**src/rtl/ddr3_axi_memtest_if.sv**
```systemverilog
// AXI4 bus between the memory test master and the ddr3_axi slave port.
// Carries the five AXI4 channels. The master modport is used by the traffic
// generator and the slave modport by the memory or a behavioural model.
interface ddr3_axi_memtest_if #(
    parameter int unsigned DATA_W = 32,
    parameter int unsigned ID_W   = 4
) ();
    // Write address channel
    logic                  awvalid;
    logic                  awready;
    logic [31:0]           awaddr;
    logic [ID_W-1:0]       awid;
    logic [7:0]            awlen;
    logic [1:0]            awburst;

    // Write data channel
    logic                  wvalid;
    logic                  wready;
    logic [DATA_W-1:0]     wdata;
    logic [DATA_W/8-1:0]   wstrb;
    logic                  wlast;

    // Write response channel
    logic                  bvalid;
    logic                  bready;
    logic [1:0]            bresp;
    logic [ID_W-1:0]       bid;

    // Read address channel
    logic                  arvalid;
    logic                  arready;
    logic [31:0]           araddr;
    logic [ID_W-1:0]       arid;
    logic [7:0]            arlen;
    logic [1:0]            arburst;

    // Read data channel
    logic                  rvalid;
    logic                  rready;
    logic [DATA_W-1:0]     rdata;
    logic [1:0]            rresp;
    logic [ID_W-1:0]       rid;
    logic                  rlast;

    modport master (
        output awvalid, awaddr, awid, awlen, awburst,
        input  awready,
        output wvalid, wdata, wstrb, wlast,
        input  wready,
        input  bvalid, bresp, bid,
        output bready,
        output arvalid, araddr, arid, arlen, arburst,
        input  arready,
        input  rvalid, rdata, rresp, rid, rlast,
        output rready
    );

    modport slave (
        input  awvalid, awaddr, awid, awlen, awburst,
        output awready,
        input  wvalid, wdata, wstrb, wlast,
        output wready,
        output bvalid, bresp, bid,
        input  bready,
        input  arvalid, araddr, arid, arlen, arburst,
        output arready,
        output rvalid, rdata, rresp, rid, rlast,
        input  rready
    );
endinterface

```
**src/rtl/ddr3_axi_memtest.sv**
```systemverilog
// AXI4 memory test master.
// Fills an address window using INCR burst writes. It then reads the window
// back and checks every beat against a regenerated pattern. The result is a
// pass flag, a saturating error count and the address of the first failing
// beat. Only one transaction is outstanding at a time.
module ddr3_axi_memtest #(
    parameter int unsigned DATA_W       = 32,
    parameter int unsigned ID_W         = 4,
    parameter int unsigned BURST_LEN    = 16,
    parameter logic [31:0] BASE_ADDR    = 32'h0,
    parameter logic [31:0] WINDOW_BYTES = 32'h10000,
    parameter int unsigned AXI_ID       = 0
) (
    input  logic               clk_i,
    input  logic               rst_n_i,
    input  logic               start_i,
    input  logic [1:0]         mode_i,
    input  logic [31:0]        seed_i,
    output logic               busy_o,
    output logic               done_o,
    output logic               pass_o,
    output logic [31:0]        err_count_o,
    output logic [31:0]        err_addr_o,
    ddr3_axi_memtest_if.master outport
);

    localparam int unsigned LANES       = DATA_W / 32;
    localparam logic [31:0] BEAT_BYTES  = 32'(DATA_W / 8);
    localparam logic [31:0] BURST_BYTES = 32'(BURST_LEN) * BEAT_BYTES;
    localparam logic [31:0] END_ADDR    = BASE_ADDR + WINDOW_BYTES;
    localparam logic [8:0]  LAST_BEAT   = 9'(BURST_LEN - 1);
    localparam logic [4:0]  BURST_MOD32 = 5'(BURST_LEN);
    localparam logic [ID_W-1:0] ID_VAL  = ID_W'(AXI_ID);
    localparam logic [31:0] LFSR_POLY   = 32'h80200003;

    typedef enum logic [2:0] {
        S_IDLE,
        S_AW,
        S_W,
        S_B,
        S_AR,
        S_R,
        S_DONE
    } state_t;

    state_t      state_q, state_d;
    logic [1:0]  mode_q, mode_d;
    logic [31:0] seed_q, seed_d;
    logic [31:0] lfsr_q, lfsr_d;
    logic [31:0] addr_q, addr_d;          // byte address of the current burst
    logic [8:0]  beat_q, beat_d;          // beat index inside the current burst
    logic [4:0]  wburst_q, wburst_d;      // window beat index of burst start, mod 32
    logic [31:0] err_count_q, err_count_d;
    logic [31:0] err_addr_q, err_addr_d;

    logic [31:0]       lfsr_step;
    logic [31:0]       beat_addr;
    logic [31:0]       next_addr;
    logic              window_end;
    logic [4:0]        widx;
    logic [31:0]       pat_word;
    logic [DATA_W-1:0] pattern;
    logic [1:0]        err_inc;
    logic [31:0]       err_at;
    logic [32:0]       err_sum;
    logic              data_bad;
    logic              rlast_bad;
    logic              beat_is_last;

    // Galois LFSR advance and address bookkeeping shared by both phases
    always_comb begin
        lfsr_step    = {1'b0, lfsr_q[31:1]} ^ (lfsr_q[0] ? LFSR_POLY : 32'h0);
        beat_addr    = addr_q + (32'(beat_q) * BEAT_BYTES);
        next_addr    = addr_q + BURST_BYTES;
        window_end   = (next_addr == END_ADDR);
        widx         = wburst_q + beat_q[4:0];
        beat_is_last = (beat_q == LAST_BEAT);
    end

    // Base 32-bit pattern word for the current beat, selected by the latched mode
    always_comb begin
        pat_word = beat_addr;
        case (mode_q)
            2'd0:    pat_word = beat_addr;
            2'd1:    pat_word = lfsr_q;
            2'd2:    pat_word = 32'h1 << widx;
            default: pat_word = ~beat_addr;
        endcase
    end

    // Each 32-bit lane carries the base word XORed with its lane number
    for (genvar gi = 0; gi < LANES; gi++) begin : g_lane
        assign pattern[gi*32 +: 32] = pat_word ^ 32'(gi);
    end

    // Next-state and datapath update for the test sequencer
    always_comb begin
        state_d     = state_q;
        mode_d      = mode_q;
        seed_d      = seed_q;
        lfsr_d      = lfsr_q;
        addr_d      = addr_q;
        beat_d      = beat_q;
        wburst_d    = wburst_q;
        err_count_d = err_count_q;
        err_addr_d  = err_addr_q;
        err_inc     = 2'd0;
        err_at      = beat_addr;
        data_bad    = 1'b0;
        rlast_bad   = 1'b0;
        err_sum     = 33'd0;

        case (state_q)
            S_IDLE, S_DONE: begin
                if (start_i) begin
                    mode_d      = mode_i;
                    // An all-zero seed would lock the LFSR at zero
                    seed_d      = (seed_i == 32'h0) ? 32'h1 : seed_i;
                    lfsr_d      = (seed_i == 32'h0) ? 32'h1 : seed_i;
                    err_count_d = 32'h0;
                    err_addr_d  = 32'h0;
                    addr_d      = BASE_ADDR;
                    beat_d      = 9'd0;
                    wburst_d    = 5'd0;
                    state_d     = S_AW;
                end
            end

            S_AW: begin
                if (outport.awready) begin
                    state_d = S_W;
                end
            end

            S_W: begin
                if (outport.wready) begin
                    lfsr_d = lfsr_step;
                    if (beat_is_last) begin
                        beat_d  = 9'd0;
                        state_d = S_B;
                    end else begin
                        beat_d = beat_q + 9'd1;
                    end
                end
            end

            S_B: begin
                if (outport.bvalid) begin
                    if ((outport.bresp != 2'b00) || (outport.bid != ID_VAL)) begin
                        err_inc = 2'd1;
                    end
                    err_at   = addr_q;
                    wburst_d = wburst_q + BURST_MOD32;
                    if (window_end) begin
                        // Read phase replays the pattern from the start of the window
                        addr_d   = BASE_ADDR;
                        lfsr_d   = seed_q;
                        wburst_d = 5'd0;
                        state_d  = S_AR;
                    end else begin
                        addr_d  = next_addr;
                        state_d = S_AW;
                    end
                end
            end

            S_AR: begin
                if (outport.arready) begin
                    state_d = S_R;
                end
            end

            S_R: begin
                if (outport.rvalid) begin
                    lfsr_d    = lfsr_step;
                    data_bad  = (outport.rdata != pattern) || (outport.rresp != 2'b00);
                    rlast_bad = beat_is_last ? !outport.rlast : outport.rlast;
                    err_inc   = {1'b0, data_bad} + {1'b0, rlast_bad};
                    // An early rlast ends the burst at once. In LFSR mode the
                    // remaining bursts then compare against a shifted sequence.
                    if (beat_is_last || outport.rlast) begin
                        beat_d   = 9'd0;
                        wburst_d = wburst_q + BURST_MOD32;
                        if (window_end) begin
                            state_d = S_DONE;
                        end else begin
                            addr_d  = next_addr;
                            state_d = S_AR;
                        end
                    end else begin
                        beat_d = beat_q + 9'd1;
                    end
                end
            end

            default: begin
                state_d = S_IDLE;
            end
        endcase

        // Saturating error accumulation; the first error pins its address
        if (err_inc != 2'd0) begin
            err_sum     = {1'b0, err_count_q} + {31'b0, err_inc};
            err_count_d = err_sum[32] ? 32'hFFFF_FFFF : err_sum[31:0];
            if (err_count_q == 32'h0) begin
                err_addr_d = err_at;
            end
        end
    end

    // State and datapath registers; reset abandons any transaction in flight
    always_ff @(posedge clk_i or negedge rst_n_i) begin
        if (!rst_n_i) begin
            state_q     <= S_IDLE;
            mode_q      <= 2'd0;
            seed_q      <= 32'h0;
            lfsr_q      <= 32'h0;
            addr_q      <= 32'h0;
            beat_q      <= 9'd0;
            wburst_q    <= 5'd0;
            err_count_q <= 32'h0;
            err_addr_q  <= 32'h0;
        end else begin
            state_q     <= state_d;
            mode_q      <= mode_d;
            seed_q      <= seed_d;
            lfsr_q      <= lfsr_d;
            addr_q      <= addr_d;
            beat_q      <= beat_d;
            wburst_q    <= wburst_d;
            err_count_q <= err_count_d;
            err_addr_q  <= err_addr_d;
        end
    end

    // AXI outputs decoded from the state; valids stay high until the handshake
    assign outport.awvalid = (state_q == S_AW);
    assign outport.awaddr  = addr_q;
    assign outport.awid    = ID_VAL;
    assign outport.awlen   = 8'(BURST_LEN - 1);
    assign outport.awburst = 2'b01;

    assign outport.wvalid  = (state_q == S_W);
    assign outport.wdata   = pattern;
    assign outport.wstrb   = '1;
    assign outport.wlast   = (state_q == S_W) && beat_is_last;

    assign outport.bready  = (state_q == S_B);

    assign outport.arvalid = (state_q == S_AR);
    assign outport.araddr  = addr_q;
    assign outport.arid    = ID_VAL;
    assign outport.arlen   = 8'(BURST_LEN - 1);
    assign outport.arburst = 2'b01;

    assign outport.rready  = (state_q == S_R);

    assign busy_o      = (state_q != S_IDLE) && (state_q != S_DONE);
    assign done_o      = (state_q == S_DONE);
    assign pass_o      = (state_q == S_DONE) && (err_count_q == 32'h0);
    assign err_count_o = err_count_q;
    assign err_addr_o  = err_addr_q;

endmodule

```
**src/flat_wrapper.sv**
```systemverilog
// flat-port wrapper written by rule: the top's interface ports become plain ports
module ddr3_axi_memtest_flat 
#(
    parameter int unsigned DATA_W       = 32,
    parameter int unsigned ID_W         = 4,
    parameter int unsigned BURST_LEN    = 16,
    parameter logic [31:0] BASE_ADDR    = 32'h0,
    parameter logic [31:0] WINDOW_BYTES = 32'h10000,
    parameter int unsigned AXI_ID       = 0
)
  (clk_i, rst_n_i, start_i, mode_i, seed_i, busy_o, done_o, pass_o, err_count_o, err_addr_o, outport_awvalid, outport_awaddr, outport_awid, outport_awlen, outport_awburst, outport_awready, outport_wvalid, outport_wdata, outport_wstrb, outport_wlast, outport_wready, outport_bvalid, outport_bresp, outport_bid, outport_bready, outport_arvalid, outport_araddr, outport_arid, outport_arlen, outport_arburst, outport_arready, outport_rvalid, outport_rdata, outport_rresp, outport_rid, outport_rlast, outport_rready);
  ddr3_axi_memtest_if #(.DATA_W(DATA_W), .ID_W(ID_W)) outport_i ();
  input  logic clk_i;
  input  logic rst_n_i;
  input  logic start_i;
  input  logic [1:0] mode_i;
  input  logic [31:0] seed_i;
  output logic busy_o;
  output logic done_o;
  output logic pass_o;
  output logic [31:0] err_count_o;
  output logic [31:0] err_addr_o;
  output wire logic [$bits(outport_i.awvalid)-1:0] outport_awvalid;
  output wire logic [$bits(outport_i.awaddr)-1:0] outport_awaddr;
  output wire logic [$bits(outport_i.awid)-1:0] outport_awid;
  output wire logic [$bits(outport_i.awlen)-1:0] outport_awlen;
  output wire logic [$bits(outport_i.awburst)-1:0] outport_awburst;
  input wire logic [$bits(outport_i.awready)-1:0] outport_awready;
  output wire logic [$bits(outport_i.wvalid)-1:0] outport_wvalid;
  output wire logic [$bits(outport_i.wdata)-1:0] outport_wdata;
  output wire logic [$bits(outport_i.wstrb)-1:0] outport_wstrb;
  output wire logic [$bits(outport_i.wlast)-1:0] outport_wlast;
  input wire logic [$bits(outport_i.wready)-1:0] outport_wready;
  input wire logic [$bits(outport_i.bvalid)-1:0] outport_bvalid;
  input wire logic [$bits(outport_i.bresp)-1:0] outport_bresp;
  input wire logic [$bits(outport_i.bid)-1:0] outport_bid;
  output wire logic [$bits(outport_i.bready)-1:0] outport_bready;
  output wire logic [$bits(outport_i.arvalid)-1:0] outport_arvalid;
  output wire logic [$bits(outport_i.araddr)-1:0] outport_araddr;
  output wire logic [$bits(outport_i.arid)-1:0] outport_arid;
  output wire logic [$bits(outport_i.arlen)-1:0] outport_arlen;
  output wire logic [$bits(outport_i.arburst)-1:0] outport_arburst;
  input wire logic [$bits(outport_i.arready)-1:0] outport_arready;
  input wire logic [$bits(outport_i.rvalid)-1:0] outport_rvalid;
  input wire logic [$bits(outport_i.rdata)-1:0] outport_rdata;
  input wire logic [$bits(outport_i.rresp)-1:0] outport_rresp;
  input wire logic [$bits(outport_i.rid)-1:0] outport_rid;
  input wire logic [$bits(outport_i.rlast)-1:0] outport_rlast;
  output wire logic [$bits(outport_i.rready)-1:0] outport_rready;
  assign outport_awvalid = outport_i.awvalid;
  assign outport_awaddr = outport_i.awaddr;
  assign outport_awid = outport_i.awid;
  assign outport_awlen = outport_i.awlen;
  assign outport_awburst = outport_i.awburst;
  assign outport_i.awready = outport_awready;
  assign outport_wvalid = outport_i.wvalid;
  assign outport_wdata = outport_i.wdata;
  assign outport_wstrb = outport_i.wstrb;
  assign outport_wlast = outport_i.wlast;
  assign outport_i.wready = outport_wready;
  assign outport_i.bvalid = outport_bvalid;
  assign outport_i.bresp = outport_bresp;
  assign outport_i.bid = outport_bid;
  assign outport_bready = outport_i.bready;
  assign outport_arvalid = outport_i.arvalid;
  assign outport_araddr = outport_i.araddr;
  assign outport_arid = outport_i.arid;
  assign outport_arlen = outport_i.arlen;
  assign outport_arburst = outport_i.arburst;
  assign outport_i.arready = outport_arready;
  assign outport_i.rvalid = outport_rvalid;
  assign outport_i.rdata = outport_rdata;
  assign outport_i.rresp = outport_rresp;
  assign outport_i.rid = outport_rid;
  assign outport_i.rlast = outport_rlast;
  assign outport_rready = outport_i.rready;
  ddr3_axi_memtest #(.DATA_W(DATA_W), .ID_W(ID_W), .BURST_LEN(BURST_LEN), .BASE_ADDR(BASE_ADDR), .WINDOW_BYTES(WINDOW_BYTES), .AXI_ID(AXI_ID)) u_core (.clk_i(clk_i), .rst_n_i(rst_n_i), .start_i(start_i), .mode_i(mode_i), .seed_i(seed_i), .busy_o(busy_o), .done_o(done_o), .pass_o(pass_o), .err_count_o(err_count_o), .err_addr_o(err_addr_o), .outport(outport_i));
endmodule
```
**config.mk**
```make
export PLATFORM = sky130hd
export DESIGN_NAME = ddr3_axi_memtest_flat
export DESIGN_NICKNAME = d
export VERILOG_FILES = /design/src/rtl/ddr3_axi_memtest_if.sv /design/src/rtl/ddr3_axi_memtest.sv /design/src/flat_wrapper.sv
export SDC_FILE = /design/constraint.sdc
export NUM_CORES = 1
export LEC_CHECK = 0
export ABC_AREA = 1
export CELL_PAD_IN_SITES_DETAIL_PLACEMENT = 0
export CELL_PAD_IN_SITES_GLOBAL_PLACEMENT = 2
export CORE_MARGIN = 2
export CORE_UTILIZATION = 28
export DETAILED_ROUTE_END_ITERATION = 10
export PLACE_DENSITY = 0.83
export RECOVER_POWER = 100
export SLEW_MARGIN = 15
export SYNTH_ARGS = -nofsm -noshare
export SYNTH_HDL_FRONTEND = slang
export SYNTH_SLANG_ARGS = --single-unit
```
**constraint.sdc**
```tcl
create_clock -name clk_i -period 5.9 [get_ports clk_i]
set_clock_uncertainty 0.2 [all_clocks]
set_input_delay 0.885 -clock clk_i [delete_from_list [all_inputs] [get_ports clk_i]]
set_output_delay 0.885 -clock clk_i [all_outputs]
set_load 0.02 [all_outputs]
```
==> results_dict.tcl <==
set metrics [dict create \
    hp-class "register to register" \
    synth-xor-area-share_pct 2.59 \
    drt_iter0_markers 924 \
    ys_types 49 \
    cts_root_buffer "clkbuf_16" \
    cp.depth 35 \
    fin_tns_setup_ns 0 \
    final_antenna_net_count 0 \
    antenna_cells 0 \
    async_flop_share_pct 100 \
    cts_tree "built" \
    grt_antenna_before_repair 1 \
    drt_pass1_iterations 5 \
    max-slew-margin-rel_pct -133 \
    clk_latency_ns 0.46 \
    place_ws_ns 0.0326 \
    syn_area_um2 12800 \
    end_kind "register" \
    route.met3.wl_mm 3.29 \
    grt_pass1_vias 13200 \
    clock_path_buffers 2 \
    wl_mm 51.4 \
    final_area_um2 16800 \
    worst-r2r-cell-count 35 \
    route.top_layer_used "met5" \
    crit_type "register to register" \
    synth_compound_area_share_pct 13.7 \
    die_x_um 218 \
    wl_met1_mm 23.2 \
    period_share_pct 92.3 \
    cts_hold_buf 0 \
    ys_seq_elements 169 \
    utilization_pct 37.1 \
    cp_max_fo 5 \
    place.gp.congestion 0.912 \
    viasPerCell 4.91 \
    hold_violations 0 \
    syn_avg_cell_area_um2 6.58 \
    r2r_slack_ns 0.46 \
    setup_slack_ns 0.456 \
    hold-path-endpoint "u_core.seed_q[0]$_DFFE_PN0P_" \
    max_stage_delay_ns 0.45 \
    violations "max-capacitance violations, max-slew violations" \
    grt_max_degree 117 \
    core_area_um2 45300 \
    fin_nets 2310 \
    ys_seq_area_share_pct 33.0 \
    cts.sinks 169 \
    num_vias 13800 \
    synth_edf_count 0 \
    grt_pass1_wl_mm 78.6 \
    drc 0 \
    die_h_um 218 \
    max-cap-violations 1 \
    rsz0062_at_grt "true" \
    synth-adder-area-share_pct 1.72 \
    synth_mux_area_share_pct 0 \
    die_area_um2 47500 \
    drive_above_1_share_pct 8.79 \
    cp_top_family "simple AND/OR/NAND/NOR gates" \
    ys_warn_count 0 \
    tightest_slew_ns 3.49 \
    synth_top_family_by_area "simple AND/OR/NAND/NOR gates" \
    setup_violations 0 \
    crit_slowest_cell "dfrtp_1" \
    syn_inst 1949 \
    r2r_end "u_core.err_count_o[24]$_DFFE_PN0P_" \
    gr-total-overflow 0 \
    area_delta_synth_final_pct 31.2 \
    clk_pin_slew_ns 0.07 \
    num_rows 78 \
    cp.required_ns 6.05 \
    min_path_cells 2 \
    max_freq_ghz 0.184 \
    cp.arrival_ns 5.60 \
    grtUsageTotal_pct 21.6 \
    fillCellCount 4843 \
    numCtsBuffers 17 \
    start_kind "register" \
    cts_max_level 4 \
    leakage_nw 8.26 \
    post-dp-hpwl_mm 39.3 \
    status "finished with violations" \
    fin_crit_ns 5.44 \
    timing.rr.start "u_core.beat_q[1]$_DFFE_PN0P_" \
    peakVddDrop_uv 165 \
    synthSimpleGateAreaFrac_pct 35.4 \
    slew_viol_final 54 \
    initial_core_util_pct 28.3 \
    wl_met2_mm 23.7 \
    hold_path.startpoint "u_core.seed_q[0]$_DFFE_PN0P_" \
    critPathBufInv 6 \
    io_buffers 239 \
    placedInstanceArea_um2 16100 \
    ios 288 \
    powerDensity_nw_per_um2 360 \
    synth_ff_type "dfrtp_1" \
    wl_per_cell_um 18.2 \
]
-- power by group --
| group | total (W) | leakage [nW] | internal (W) | switching (W) |
|---|---|---|---|---|
| logic | 0.00312 | 5.70 | 0.00108 | 0.00204 |
| clock network | 0.00124 | 0.300 | 0.000719 | 0.000519 |
| registers | 0.00169 | 2.25 | 0.00144 | 0.000254 |
| total | 0.00605 | 8.26 | 0.00323 | 0.00282 |
-- worst min-delay path: cells and delay by family (launching register included) --
kind             cells  cell delay, ns
flip-flops           1            0.35
AND/OR/NAND/NOR      2            0.11
-- registers in the layout (all words and copies together), names as in the netlist --
name / count
u_core.wburst_q: 1
u_core.lfsr_q: 32
u_core.outport.araddr: 26
u_core.state_q: 3
u_core.err_addr_o: 32
u_core.mode_q: 2
u_core.beat_q: 9
u_core.seed_q: 32
u_core.err_count_o: 32
-- layout by cell type (no fill, tap or decap), drive strengths merged, types with 9 or more instances in the layout --
| master | instances |
|---|---|
| a21oi | 52 |
| a22oi | 37 |
| a32o | 9 |
| buf | 103 |
| clkbuf | 21 |
| clkdlybuf4s50 | 182 |
| clkinv | 11 |
| conb | 44 |
| dfrtp | 169 |
| dlygate4sd3 | 56 |
| ha | 16 |
| inv | 228 |
| nand2 | 572 |
| nand3 | 211 |
| nand3b | 9 |
| nand4 | 39 |
| nor2 | 151 |
| nor3 | 35 |
| nor4 | 10 |
| o21a | 9 |
| o21ai | 185 |
| xor2 | 33 |
-- timing repair --
action / 4_1_cts / 5_1_grt
hold endpoints to repair: 0 / 0
gates resized for setup: 1 / 31
pin swaps: 0 / 2
endpoints found under the setup margin: 1 / 32
buffers inserted: 0 / 2
-- synthesized netlist by cell type (5+ instances only) --
cell	n	area, µm²
nor2_4	9	101
nor2_2	5	31.3
nand3_1	209	1050
and2_1	5	31.3
inv_2	9	33.8
o21ai_1	11	55.1
o21a_1	9	67.6
nor2_1	137	514
nand3b_1	9	67.6
a22oi_1	37	278
clkinv_1	5	18.8
nor4_1	10	62.6
buf_4	75	563
nand2_1	566	2120
ha_1	16	200
nor3_1	34	170
dfrtp_1	169	4230
o31ai_1	5	37.5
buf_2	8	40.0
a32o_1	9	90.1
inv_1	219	822
a21oi_1	52	260
o21ai_0	174	871
clkbuf_1	54	203
nand4_1	38	238
xor2_1	32	280
-- how the worst max path moves through the flow --
stage	to	start	slack, ns
floorplan	u_core.err_count_o[28]$_DFFE_PN0P_	u_core.outport.araddr[10]$_DFFE_PN0P_	0.71
global placement	u_core.err_count_o[31]$_DFFE_PN0P_	u_core.outport.araddr[7]$_DFFE_PN0P_	0.15
detailed placement	u_core.err_count_o[24]$_DFFE_PN0P_	u_core.outport.araddr[7]$_DFFE_PN0P_	0.03
CTS	u_core.err_count_o[31]$_DFFE_PN0P_	u_core.outport.araddr[7]$_DFFE_PN0P_	0.03
global route	u_core.err_count_o[31]$_DFFE_PN0P_	u_core.outport.araddr[7]$_DFFE_PN0P_	0.003
finish	u_core.err_count_o[24]$_DFFE_PN0P_	u_core.beat_q[1]$_DFFE_PN0P_	0.46
-- layer usage --
metal / up-vias / track usage (%)
met2: 420 / 34.5
met1: 6601 / 29.2
met4: 2 / 6.28
met3: 49 / 4.64
met5: - / 0
li1: 6752 / -
-- area by class of cell --
type	count	area, µm²	share of cell area (%)
multi-input cells	1443	7140	42.4
flip-flops and latches	169	4230	25.1
clock buffers	20	447	2.66
repair buffers	342	3210	19.1
well taps	600	751	4.46
inverters	233	875	5.20
clock inverters	11	173	1.03
-- kinds of logic after synthesis --
group,after synthesis
other,2
xor gates and xnor gates,37
adders and majority gates,17
buffers and inverters,379
DFF,169
AOI/OAI and AO/OA,308
and+or+nand+nor,1037
-- through the flow --
stage	total power [W]	std cells	hold WS [ns]
6_report	0.00605	2818	0.292
5_1_grt	0.00650	2818	0.314
4_1_cts	0.00610	2816	0.234
3_5_place_dp	0.00484	2785	0.276
3_3_place_gp	0.00482	2785	0.263
2_1_floorplan	0.00356	1991	0.249
No activity file was read; power rests on OpenSTA's default activity.
